<file path="config.mk">
export PLATFORM = sky130hd
export DESIGN_NAME = tx_frame_sequencer_flat
export DESIGN_NICKNAME = d
export VERILOG_FILES = /design/src/rtl/tx_frame_sequencer_if.sv /design/src/rtl/tx_frame_sequencer.sv /design/src/flat_wrapper.sv
export SDC_FILE = /design/constraint.sdc
export NUM_CORES = 1
export LEC_CHECK = 0
export CAP_MARGIN = 20
export CORE_MARGIN = 1
export CORE_UTILIZATION = 56
export DETAILED_ROUTE_END_ITERATION = 7
export GPL_TIMING_DRIVEN = 0
export PLACE_DENSITY_LB_ADDON = 0.3
export SETUP_SLACK_MARGIN = 0.15
export SLEW_MARGIN = 30
export SYNTH_ARGS = -nofsm -noshare
export SYNTH_HDL_FRONTEND = slang
export SYNTH_SLANG_ARGS = --single-unit
</file>
<file path="constraint.sdc">
create_clock -name eth_tx_clk -period 4 [get_ports eth_tx_clk]
set_input_delay 1.2 -clock eth_tx_clk [delete_from_list [all_inputs] [get_ports eth_tx_clk]]
set_output_delay 1.2 -clock eth_tx_clk [all_outputs]
set_load 0.01 [all_outputs]
</file>
<file path="src/rtl/tx_frame_sequencer_if.sv">
// Handshake bundle between the TX async FIFO read port, the frame sequencer and the GMII pins.
// The master modport is the sequencer side; the slave modport is the FIFO/PHY environment.
interface tx_frame_sequencer_if;
  logic        start;
  logic [10:0] payload_len;
  logic        fifo_empty;
  logic [7:0]  fifo_data;
  logic        fifo_r_en;
  logic [7:0]  gmii_txd;
  logic        gmii_tx_en;
  logic        gmii_tx_er;
  logic        busy;
  logic        done;
  logic        underrun;
  logic        len_err;

  modport master (
    input  start, payload_len, fifo_empty, fifo_data,
    output fifo_r_en, gmii_txd, gmii_tx_en, gmii_tx_er, busy, done, underrun, len_err
  );

  modport slave (
    output start, payload_len, fifo_empty, fifo_data,
    input  fifo_r_en, gmii_txd, gmii_tx_en, gmii_tx_er, busy, done, underrun, len_err
  );
endinterface

</file>
<file path="src/rtl/tx_frame_sequencer.sv">
// GMII transmit sequencer: preamble/SFD, MAC header, length, FIFO payload, pad, FCS, inter-frame gap.
// Define TX_FCS_EN to build the CRC-32 generator and append the 4-byte FCS; otherwise no FCS is sent.
module tx_frame_sequencer #(
  parameter logic [47:0] DST_MAC     = 48'h023528fbdd66,
  parameter logic [47:0] SRC_MAC     = 48'h023528fbdd66,
  parameter int unsigned IFG_CYCLES  = 12,
  parameter int unsigned MIN_PAYLOAD = 46,
  parameter int unsigned MAX_PAYLOAD = 1500
) (
  input  logic                 eth_tx_clk,
  input  logic                 eth_rst,
  tx_frame_sequencer_if.master tx
);

  typedef enum logic [3:0] {
    S_IDLE,
    S_PRE,
    S_SFD,
    S_DST,
    S_SRC,
    S_LEN,
    S_PAY,
    S_PAD,
    S_FCS,
    S_ERR,
    S_IFG
  } state_t;

  localparam logic [10:0] MIN_LEN  = 11'(MIN_PAYLOAD);
  localparam logic [10:0] MAX_LEN  = 11'(MAX_PAYLOAD);
  localparam logic [10:0] IFG_LAST = 11'(IFG_CYCLES - 1);

  state_t      state_q;
  state_t      state_d;
  state_t      post_data;
  logic [10:0] cnt_q;
  logic [10:0] len_q;
  logic        clean_q;
  logic        len_err_q;
  logic [10:0] last_cnt;
  logic        last;
  logic        pad_needed;
  logic        read_req;
  logic        len_ok;

`ifdef TX_FCS_EN
  logic [31:0] crc_q;
  logic        crc_en;
`endif

  function automatic logic [7:0] mac_byte(input logic [47:0] mac, input logic [2:0] idx);
    logic [7:0] b;
    case (idx)
      3'd0:    b = mac[47:40];
      3'd1:    b = mac[39:32];
      3'd2:    b = mac[31:24];
      3'd3:    b = mac[23:16];
      3'd4:    b = mac[15:8];
      default: b = mac[7:0];
    endcase
    return b;
  endfunction

`ifdef TX_FCS_EN
  function automatic logic [31:0] crc_byte(input logic [31:0] crc, input logic [7:0] data);
    logic [31:0] c;
    c = crc ^ {24'h0, data};
    for (int unsigned i = 0; i < 8; i++) begin
      c = c[0] ? ((c >> 1) ^ 32'hEDB88320) : (c >> 1);
    end
    return c;
  endfunction
`endif

  always_comb begin
    len_ok     = (tx.payload_len != 11'd0) && (tx.payload_len <= MAX_LEN);
    pad_needed = (len_q < MIN_LEN);
`ifdef TX_FCS_EN
    post_data  = S_FCS;
`else
    post_data  = S_IFG;
`endif
  end

  // Terminal count of the shared byte counter for the current state
  always_comb begin
    last_cnt = '0;
    case (state_q)
      S_PRE:        last_cnt = 11'd6;
      S_DST, S_SRC: last_cnt = 11'd5;
      S_LEN:        last_cnt = 11'd1;
      S_PAY:        last_cnt = len_q - 11'd1;
      S_PAD:        last_cnt = MIN_LEN - len_q - 11'd1;
      S_FCS:        last_cnt = 11'd3;
      S_IFG:        last_cnt = IFG_LAST;
      default:      last_cnt = '0;
    endcase
    last = (cnt_q == last_cnt);
  end

  // Prefetch one byte ahead so fifo_data is valid in the PAY cycle that drives it
  always_comb begin
    read_req = ((state_q == S_LEN) && last) || ((state_q == S_PAY) && !last);
  end

  always_comb begin
    state_d       = state_q;
    tx.fifo_r_en  = read_req && !tx.fifo_empty;
    tx.gmii_txd   = '0;
    tx.gmii_tx_en = 1'b0;
    tx.gmii_tx_er = 1'b0;
    tx.underrun   = 1'b0;
    tx.done       = 1'b0;
    tx.busy       = (state_q != S_IDLE);
    tx.len_err    = len_err_q;

    case (state_q)
      S_IDLE: begin
        if (tx.start && len_ok) state_d = S_PRE;
      end
      S_PRE: begin
        tx.gmii_tx_en = 1'b1;
        tx.gmii_txd   = 8'h55;
        if (last) state_d = S_SFD;
      end
      S_SFD: begin
        tx.gmii_tx_en = 1'b1;
        tx.gmii_txd   = 8'hD5;
        state_d       = S_DST;
      end
      S_DST: begin
        tx.gmii_tx_en = 1'b1;
        tx.gmii_txd   = mac_byte(DST_MAC, cnt_q[2:0]);
        if (last) state_d = S_SRC;
      end
      S_SRC: begin
        tx.gmii_tx_en = 1'b1;
        tx.gmii_txd   = mac_byte(SRC_MAC, cnt_q[2:0]);
        if (last) state_d = S_LEN;
      end
      S_LEN: begin
        tx.gmii_tx_en = 1'b1;
        tx.gmii_txd   = (cnt_q == 11'd0) ? {5'b0, len_q[10:8]} : len_q[7:0];
        if (last) state_d = tx.fifo_empty ? S_ERR : S_PAY;
      end
      S_PAY: begin
        tx.gmii_tx_en = 1'b1;
        tx.gmii_txd   = tx.fifo_data;
        if (last) begin
          state_d = pad_needed ? S_PAD : post_data;
        end else if (tx.fifo_empty) begin
          state_d = S_ERR;
        end
      end
      S_PAD: begin
        tx.gmii_tx_en = 1'b1;
        if (last) state_d = post_data;
      end
`ifdef TX_FCS_EN
      S_FCS: begin
        tx.gmii_tx_en = 1'b1;
        tx.gmii_txd   = ~crc_q[{cnt_q[1:0], 3'b000} +: 8];
        if (last) state_d = S_IFG;
      end
`endif
      S_ERR: begin
        tx.gmii_tx_en = 1'b1;
        tx.gmii_tx_er = 1'b1;
        tx.underrun   = 1'b1;
        state_d       = S_IFG;
      end
      S_IFG: begin
        tx.done = clean_q && (cnt_q == 11'd0);
        if (last) state_d = S_IDLE;
      end
      default: state_d = S_IDLE;
    endcase
  end

  always_ff @(posedge eth_tx_clk) begin
    if (eth_rst) begin
      state_q   <= S_IDLE;
      cnt_q     <= '0;
      len_q     <= '0;
      clean_q   <= 1'b0;
      len_err_q <= 1'b0;
    end else begin
      state_q   <= state_d;
      cnt_q     <= ((state_d != state_q) || (state_q == S_IDLE)) ? '0 : cnt_q + 11'd1;
      len_err_q <= (state_q == S_IDLE) && tx.start && !len_ok;
      if ((state_q == S_IDLE) && tx.start && len_ok) len_q <= tx.payload_len;
      // Remember on IFG entry whether the frame ended through the underrun path
      if ((state_d == S_IFG) && (state_q != S_IFG)) clean_q <= (state_q != S_ERR);
    end
  end

`ifdef TX_FCS_EN
  always_comb begin
    crc_en = (state_q == S_DST) || (state_q == S_SRC) || (state_q == S_LEN) ||
             (state_q == S_PAY) || (state_q == S_PAD);
  end

  always_ff @(posedge eth_tx_clk) begin
    if (eth_rst || (state_q == S_IDLE)) begin
      crc_q <= '1;
    end else if (crc_en) begin
      crc_q <= crc_byte(crc_q, tx.gmii_txd);
    end
  end
`endif

endmodule

</file>
<file path="src/flat_wrapper.sv">
// flat-port wrapper written by rule: the top's interface ports become plain ports
module tx_frame_sequencer_flat 
#(
  parameter logic [47:0] DST_MAC     = 48'h023528fbdd66,
  parameter logic [47:0] SRC_MAC     = 48'h023528fbdd66,
  parameter int unsigned IFG_CYCLES  = 12,
  parameter int unsigned MIN_PAYLOAD = 46,
  parameter int unsigned MAX_PAYLOAD = 1500
)
  (eth_tx_clk, eth_rst, tx_start, tx_payload_len, tx_fifo_empty, tx_fifo_data, tx_fifo_r_en, tx_gmii_txd, tx_gmii_tx_en, tx_gmii_tx_er, tx_busy, tx_done, tx_underrun, tx_len_err);
  tx_frame_sequencer_if tx_i ();
  input  logic eth_tx_clk;
  input  logic eth_rst;
  input wire logic [$bits(tx_i.start)-1:0] tx_start;
  input wire logic [$bits(tx_i.payload_len)-1:0] tx_payload_len;
  input wire logic [$bits(tx_i.fifo_empty)-1:0] tx_fifo_empty;
  input wire logic [$bits(tx_i.fifo_data)-1:0] tx_fifo_data;
  output wire logic [$bits(tx_i.fifo_r_en)-1:0] tx_fifo_r_en;
  output wire logic [$bits(tx_i.gmii_txd)-1:0] tx_gmii_txd;
  output wire logic [$bits(tx_i.gmii_tx_en)-1:0] tx_gmii_tx_en;
  output wire logic [$bits(tx_i.gmii_tx_er)-1:0] tx_gmii_tx_er;
  output wire logic [$bits(tx_i.busy)-1:0] tx_busy;
  output wire logic [$bits(tx_i.done)-1:0] tx_done;
  output wire logic [$bits(tx_i.underrun)-1:0] tx_underrun;
  output wire logic [$bits(tx_i.len_err)-1:0] tx_len_err;
  assign tx_i.start = tx_start;
  assign tx_i.payload_len = tx_payload_len;
  assign tx_i.fifo_empty = tx_fifo_empty;
  assign tx_i.fifo_data = tx_fifo_data;
  assign tx_fifo_r_en = tx_i.fifo_r_en;
  assign tx_gmii_txd = tx_i.gmii_txd;
  assign tx_gmii_tx_en = tx_i.gmii_tx_en;
  assign tx_gmii_tx_er = tx_i.gmii_tx_er;
  assign tx_busy = tx_i.busy;
  assign tx_done = tx_i.done;
  assign tx_underrun = tx_i.underrun;
  assign tx_len_err = tx_i.len_err;
  tx_frame_sequencer #(.DST_MAC(DST_MAC), .SRC_MAC(SRC_MAC), .IFG_CYCLES(IFG_CYCLES), .MIN_PAYLOAD(MIN_PAYLOAD), .MAX_PAYLOAD(MAX_PAYLOAD)) u_core (.eth_tx_clk(eth_tx_clk), .eth_rst(eth_rst), .tx(tx_i));
endmodule
</file>
Word-level counts from Yosys, hierarchy flattened:

Index checks and enable logic that the tools add are counted.

* register bits: 28
* input bits: 23
* output and inout bits: 15
* word-level logic and storage cells: 72

* $add $sub $neg: 4
* $lt $le $gt $ge: 2
* eq/ne operators: 19
* multiplexer cells: 19
* reductions and logical operators: 23

Operator list (count)
* 8-bit one-hot mux with 5 select lines: 2
* 11-bit one-hot mux with 7 select lines: 1
* 4-bit 2-to-1 mux: 11
* 4-bit one-hot mux with 10 select lines: 1
* 11-bit by 1-bit subtractor with 11-bit output (second input constant): 2
* 4-bit by 3-bit equality test with 1-bit output (second input constant): 4
* 4-bit equality test (second input constant): 4
* 11-bit by 1-bit adder with 11-bit output (second input constant): 1
* 11-bit equality test: 1
* 11-bit <= comparator (second input constant): 1
* 11-bit zero test: 1
* 11-bit by 6-bit less-than comparator with 1-bit output (second input constant): 1
* 11-bit nonzero test: 1
* 6-bit by 11-bit subtractor with 11-bit output (first input constant): 1
* 1-bit logical AND: 10
* 4-bit by 2-bit equality test with 1-bit output (second input constant): 2
* 8-bit 2-to-1 mux: 1
* 4-bit != test (second input constant): 2
* 8-bit OR reduction: 1
* 3-bit by 2-bit equality test with 1-bit output (second input constant): 2
* 4-bit by 1-bit equality test with 1-bit output (second input constant): 1
* 4-bit zero test: 1
* 4-bit != test: 1
* 4-bit nonzero test: 1
* 7 further kinds: 13

Logic depth before layout (Yosys ltp):

* depth after elaboration: 9
* depth in mapped cells: 15
* mapped depth without buffers: 12

Worst setup path after synthesis:

Ideal clock, no wire load.

* kind: reg-to-output
* start point: register u_core.len_q[2]
* end point: output port tx_fifo_r_en
* arrival time: 2402 ps
* required time: 2800 ps
* slack: 398 ps
* cell stages (with the launch flop): 14
* path buffers: 2
* cell sequence: dfxtp_1 > buf_6 > inv_1 > ha_1 > or3b_1 > clkbuf_1 > o311ai_0 > o211ai_1 > xor2_1 > nor3_2 > nand2_2 > nor2_1 > a21oi_1 > nor2_1

* word-level cells in the longest chain between the ends: 8
* elaborated cells between the ends (all ways): 10
* those cells by class: add/sub (3); eq/ne (1); mux (1); reduce/logical (5)

Ends and longest elaborated chain
* start: declaration: RTL line tx_frame_sequencer.sv:37 `logic [10:0] len_q;`
* start signal: assignment: RTL line tx_frame_sequencer.sv:191 `if ((state_q == S_IDLE) && tx.start && len_ok) len_q <= tx.payload_len;`
* 6-bit by 11-bit subtractor with 11-bit output: RTL line tx_frame_sequencer.sv:93 `S_PAD: last_cnt = MIN_LEN - len_q - 11'd1;`
* 11-bit by 1-bit subtractor with 11-bit output: RTL line tx_frame_sequencer.sv:93
* 11-bit one-hot mux with 7 select lines (*): RTL line tx_frame_sequencer.sv:88 `case (state_q)`
* 11-bit equality test (*): RTL line tx_frame_sequencer.sv:98 `last = (cnt_q == last_cnt);`
* 1-bit zero test: RTL line tx_frame_sequencer.sv:103 `read_req = ((state_q == S_LEN) && last) || ((state_q == S_PAY) && !last);`
* 1-bit logical AND: RTL line tx_frame_sequencer.sv:103
* 1-bit logical OR (*): RTL line tx_frame_sequencer.sv:103
* 1-bit logical AND (*): RTL line tx_frame_sequencer.sv:108 `tx.fifo_r_en = read_req && !tx.fifo_empty;`
* end: declaration: RTL line flat_wrapper.sv:18 `output wire logic [$bits(tx_i.fifo_r_en)-1:0] tx_fifo_r_en;`

Mark *: on every way between the ends. The rest lies on a longest branch, timed or not.

Worst setup path in the final report:

Ends and elaborated chain as after synthesis.

==> results.tsv <==
stage	metric	value	unit
status	outcome	complete, but fails checks	
status	violated checks	negative setup slack	
worst_setup_path	Crit path top cell by count	buf_6	
grt	GRT Total Usage	0.301	
yosys	count of cell types in the netlist	72	
pwr	peak supply drop	0.000200	V
worst_setup_path	slowest cell on the critical path	or3b_4	
worst_setup_path	r2r startpoint	u_core.len_q[2]$_SDFFE_PP0P_	
floorplanning	core area	0.00475	mm²
floorplanning	# IOs	38	
final_layout	Non-Filler Instances	479	
worst_setup_path	cells along the critical path	buf_6, inv_2, ha_2, or3b_4, buf_6, o311ai_4, o211ai_1, xor2_1, nor3_4, nand2_4, nor2_4, a21oi_2, nor2_1, buf_2	
clock_tree	largest buffer count on any clock path	2	
grt	Global Route met2 Usage	0.502	
grt	vias in the first global route	2681	
routing	drc violations	0	
final_layout	Final Net Count	445	
routing	WL per Instance	16.8	µm
clock_tree	CTS tree	yes	
final_layout	antenna fix cells	0	
clock_tree	clk sinks	28	
timing	RSZ-0062 raised after global routing	true	
floorplanning	number of cell rows	25	
grt	met3 Usage GRT	0.0417	
final_layout	Filler cells	381	
timing	Final period util	1.01	
placement	DP HPWL	5740	µm
timing	worst slew pin tran	0.678	ns
clock_tree	H-Tree Depth	1	
routing	Post-DRT Antenna Nets	0	
worst_setup_path	type of origin of the critical path	flop	
grt	GRT overflow	0	
worst_setup_path	FF-to-FF End	u_core.clean_q$_SDFFE_PP0P_	
routing	final wirelength	8030	µm
worst_setup_path	Critical Path Sink	tx_fifo_r_en	
yosys	Synth Area per Inst	7.72	µm²
timing	Hold Fails Final Rpt	0	
final_layout	share of layout cells above drive strength 1	0.211	
worst_setup_path	worst setup path start	u_core.len_q[2]$_SDFFE_PP0P_	
timing	FMAX	248	MHz
run	number of max-cap violations	0	
grt	global-route wire length before repair	12500	µm
yosys	sequential share of the synthesized area	0.202	
routing	Via Count	3029	
clock_tree	TritonCTS Buffers	3	
pwr	Leak Pwr	1.41	nW
placement	dpl cells	461	
final_layout	Final Core Density	0.739	
placement	Post-DP Area	0.00321	mm²
routing	DRT Pass-1 Iters	5	
worst_setup_path	CP required	2.80	ns
yosys	FFs w/ async S/R, synth	0	
worst_setup_path	Crit path buffers/inverters	4	
yosys	post-synthesis cell count	359	
final_layout	area added between synthesis and finish	26.7	%
floorplanning	Die Y	72.4	µm
timing	clk_skew	0.00611	ns
routing	vias per cell	6.32	
worst_setup_path	R2R depth	15	
yosys	Synth Cell Area	0.00277	mm²
placement	# port buffers	35	
timing	setup violators final	1	
timing	min setup slack post-route	-0.0350	ns
placement	pre-CTS setup slack	-0.462	ns
clock_tree	cts hold-fix bufs	0	
grt	Top Usage Layer GRT	met2	
final_layout	final non-filler cell area	0.00351	mm²
hold_path	Hold WC Path Type	flop to flop	
yosys	register bit total from synthesis	28	
timing	final slew viol count	0	
yosys	Synth Flop Type	dfxtp_1	
grt	initial antenna violation count	0	
worst_setup_path	Setup CP Type	flop to primary output	
clock_tree	later-pin clock latency in the skew report	0.28	ns
grt	routing usage on met1	0.389	
routing	initial drt markers	253	
worst_setup_path	Critical Path AT	2.83	ns
placement	global placement routability congestion	0.912	
yosys	EDFF count, synth	0	
worst_setup_path	slowest stage delay, CP	0.37	ns
worst_setup_path	Top Family by Delay on Critical Path	simple AND/OR/NAND/NOR gates	
clock_tree	cell at the root of the clock tree	clkbuf_8	
pwr	power density cells	362	mW/mm²
yosys	synth warn	0	
yosys	syn_nets	391	
grt	largest net degree at the start of global routing	16	
floorplanning	Starting Density	0.583	
floorplanning	Die ar.	0.00523	mm²
worst_setup_path	stages on the worst setup path	14	
worst_setup_path	R2R setup slack	0.63	ns
worst_setup_path	crit path max fanout	6	
floorplanning	Chip Width	72.4	µm
timing	minimum clock period	4.03	ns
timing	Slew Limit Headroom	0.548	
clock_tree	Clock transition at path regs	0.10	ns
worst_setup_path	critical path endpoint category	primary output	
timing	WHS	0.507	ns
==> how the worst min path moves through the flow <==
| stage | start | endpoint | slack (ns) | cells after the start |
|---|---|---|---|---|
| global placement | u_core.cnt_q[0]$_SDFF_PP0_ | u_core.cnt_q[0]$_SDFF_PP0_ | 0.52 | 1 |
| finish | u_core.cnt_q[0]$_SDFF_PP0_ | u_core.cnt_q[0]$_SDFF_PP0_ | 0.51 | 1 |
| CTS | u_core.cnt_q[0]$_SDFF_PP0_ | u_core.cnt_q[0]$_SDFF_PP0_ | 0.55 | 1 |
| detailed placement | u_core.cnt_q[0]$_SDFF_PP0_ | u_core.cnt_q[0]$_SDFF_PP0_ | 0.52 | 1 |
| global route | u_core.cnt_q[0]$_SDFF_PP0_ | u_core.cnt_q[0]$_SDFF_PP0_ | 0.52 | 1 |
| floorplan | u_core.cnt_q[0]$_SDFF_PP0_ | u_core.cnt_q[0]$_SDFF_PP0_ | 0.48 | 1 |
==> layer usage <==
| layer | share of wire | routed length (µm) |
|---|---|---|
| met3 | 0.066 | 532 |
| met4 | 0.034 | 272 |
| met1 | 0.42 | 3380 |
| met2 | 0.48 | 3850 |
| met5 | 0 | 0 |
==> synthesized netlist by cell type (3+ instances only) <==
master    number  area (µm²)
o31a_1         3        26.3
mux2i_1       14         140
or2_2          3        18.8
o21ai_0       21         105
a31oi_1        5        31.3
a221oi_1       3        26.3
o211ai_1       6        45.0
buf_4          4        30.0
nor4_1         9        56.3
nand2b_1       8        50.1
o311ai_0       3        26.3
dfxtp_1       28         561
buf_2          8        40.0
nand3b_1       4        30.0
o22ai_1        3        18.8
a21oi_1       22         110
a21o_1         3        22.5
nand2_1       15        56.3
buf_6          5        56.3
a211oi_1       4        30.0
a22oi_1        4        30.0
nor2_1        41         154
nand4b_1       3        26.3
clkbuf_1       9        33.8
or3_1          4        25.0
nor3_1         5        25.0
a21boi_0       3        22.5
nor2b_1        5        31.3
nand3_1       19        95.1
inv_1         15        56.3
ha_1           9         113
xor2_1        13         114
and3_1         4        25.0
xnor2_1        7        61.3
==> power by group <==
group	total, W	internal [W]	switching [W]
Clock	0.000181	0.0000883	0.0000927
Sequential	0.000332	0.000303	0.0000288
Combinational	0.000759	0.000354	0.000405
Total	0.00127	0.000745	0.000526
==> cell type report <==
class,count,area [µm²],share of cell area
Buffer,29,203,0.0577
Clock buffer,4,55.1,0.0157
Inverter,16,67.6,0.0192
Multi-Input combinational cell,286,2080,0.592
Sequential cell,28,572,0.163
Tap cell,67,83.8,0.0239
Timing Repair Buffer,49,453,0.129
==> state kept, by name, indices dropped and copies added (netlist names) <==
name,count
u_core.clean_q,1
u_core.tx.len_err,1
u_core.state_q,4
u_core.len_q,11
u_core.cnt_q,11
==> cell usage in the layout (no fill, tap or decap), types with 4 or more instances in the layout <==
cell type | Yosys | final
nor2_1 | 41 | 39
clkdlybuf4s50_1 | 0 | 33
dfxtp_1 | 28 | 23
buf_4 | 4 | 20
a21oi_1 | 22 | 19
nand3_1 | 19 | 19
o21ai_0 | 21 | 18
nand2_1 | 15 | 15
mux2i_1 | 14 | 14
inv_1 | 15 | 13
xor2_1 | 13 | 13
nand2b_1 | 8 | 8
buf_2 | 8 | 7
xnor2_1 | 7 | 7
ha_1 | 9 | 7
nor4_1 | 9 | 6
o211ai_1 | 6 | 6
buf_6 | 5 | 6
nor2b_1 | 5 | 5
nor3_1 | 5 | 5
clkbuf_8 | 1 | 5
a31oi_1 | 5 | 5
clkbuf_2 | 0 | 4
clkbuf_1 | 9 | 4
nand3b_1 | 4 | 4
and3_1 | 4 | 4
o21ai_1 | 1 | 4
or3_1 | 4 | 4
a211oi_1 | 4 | 4
==> per-stage QoR <==
step / TNS (ns) / total power [W]
after floorplan: 0 / 0.000786
final: -0.0350 / 0.00127
after detailed placement: -0.462 / 0.000979
after global placement: -0.388 / 0.000964
after CTS: 0 / 0.00121
after global routing: -0.132 / 0.00134
==> timing repair <==
| item | in CTS | in global routing |
|---|---|---|
| pin swaps | 6 | 9 |
| gates resized for setup | 24 | 31 |
| setup buffers | 9 | 5 |
| endpoints found under the setup margin | 7 | 8 |
==> kinds of logic (layout without fill, tap and decap cells) <==
logic type	Yosys count	in the layout	share of synthesized area
compound gates	102	102	0.263
xor+xnor	20	20	0.0632
fa+ha+maj	9	9	0.0406
buf+inv	45	98	0.0889
flops	28	28	0.202
mux	15	15	0.0560
simple gates	140	140	0.286
Note: power is estimated with default switching activity, not from simulation.
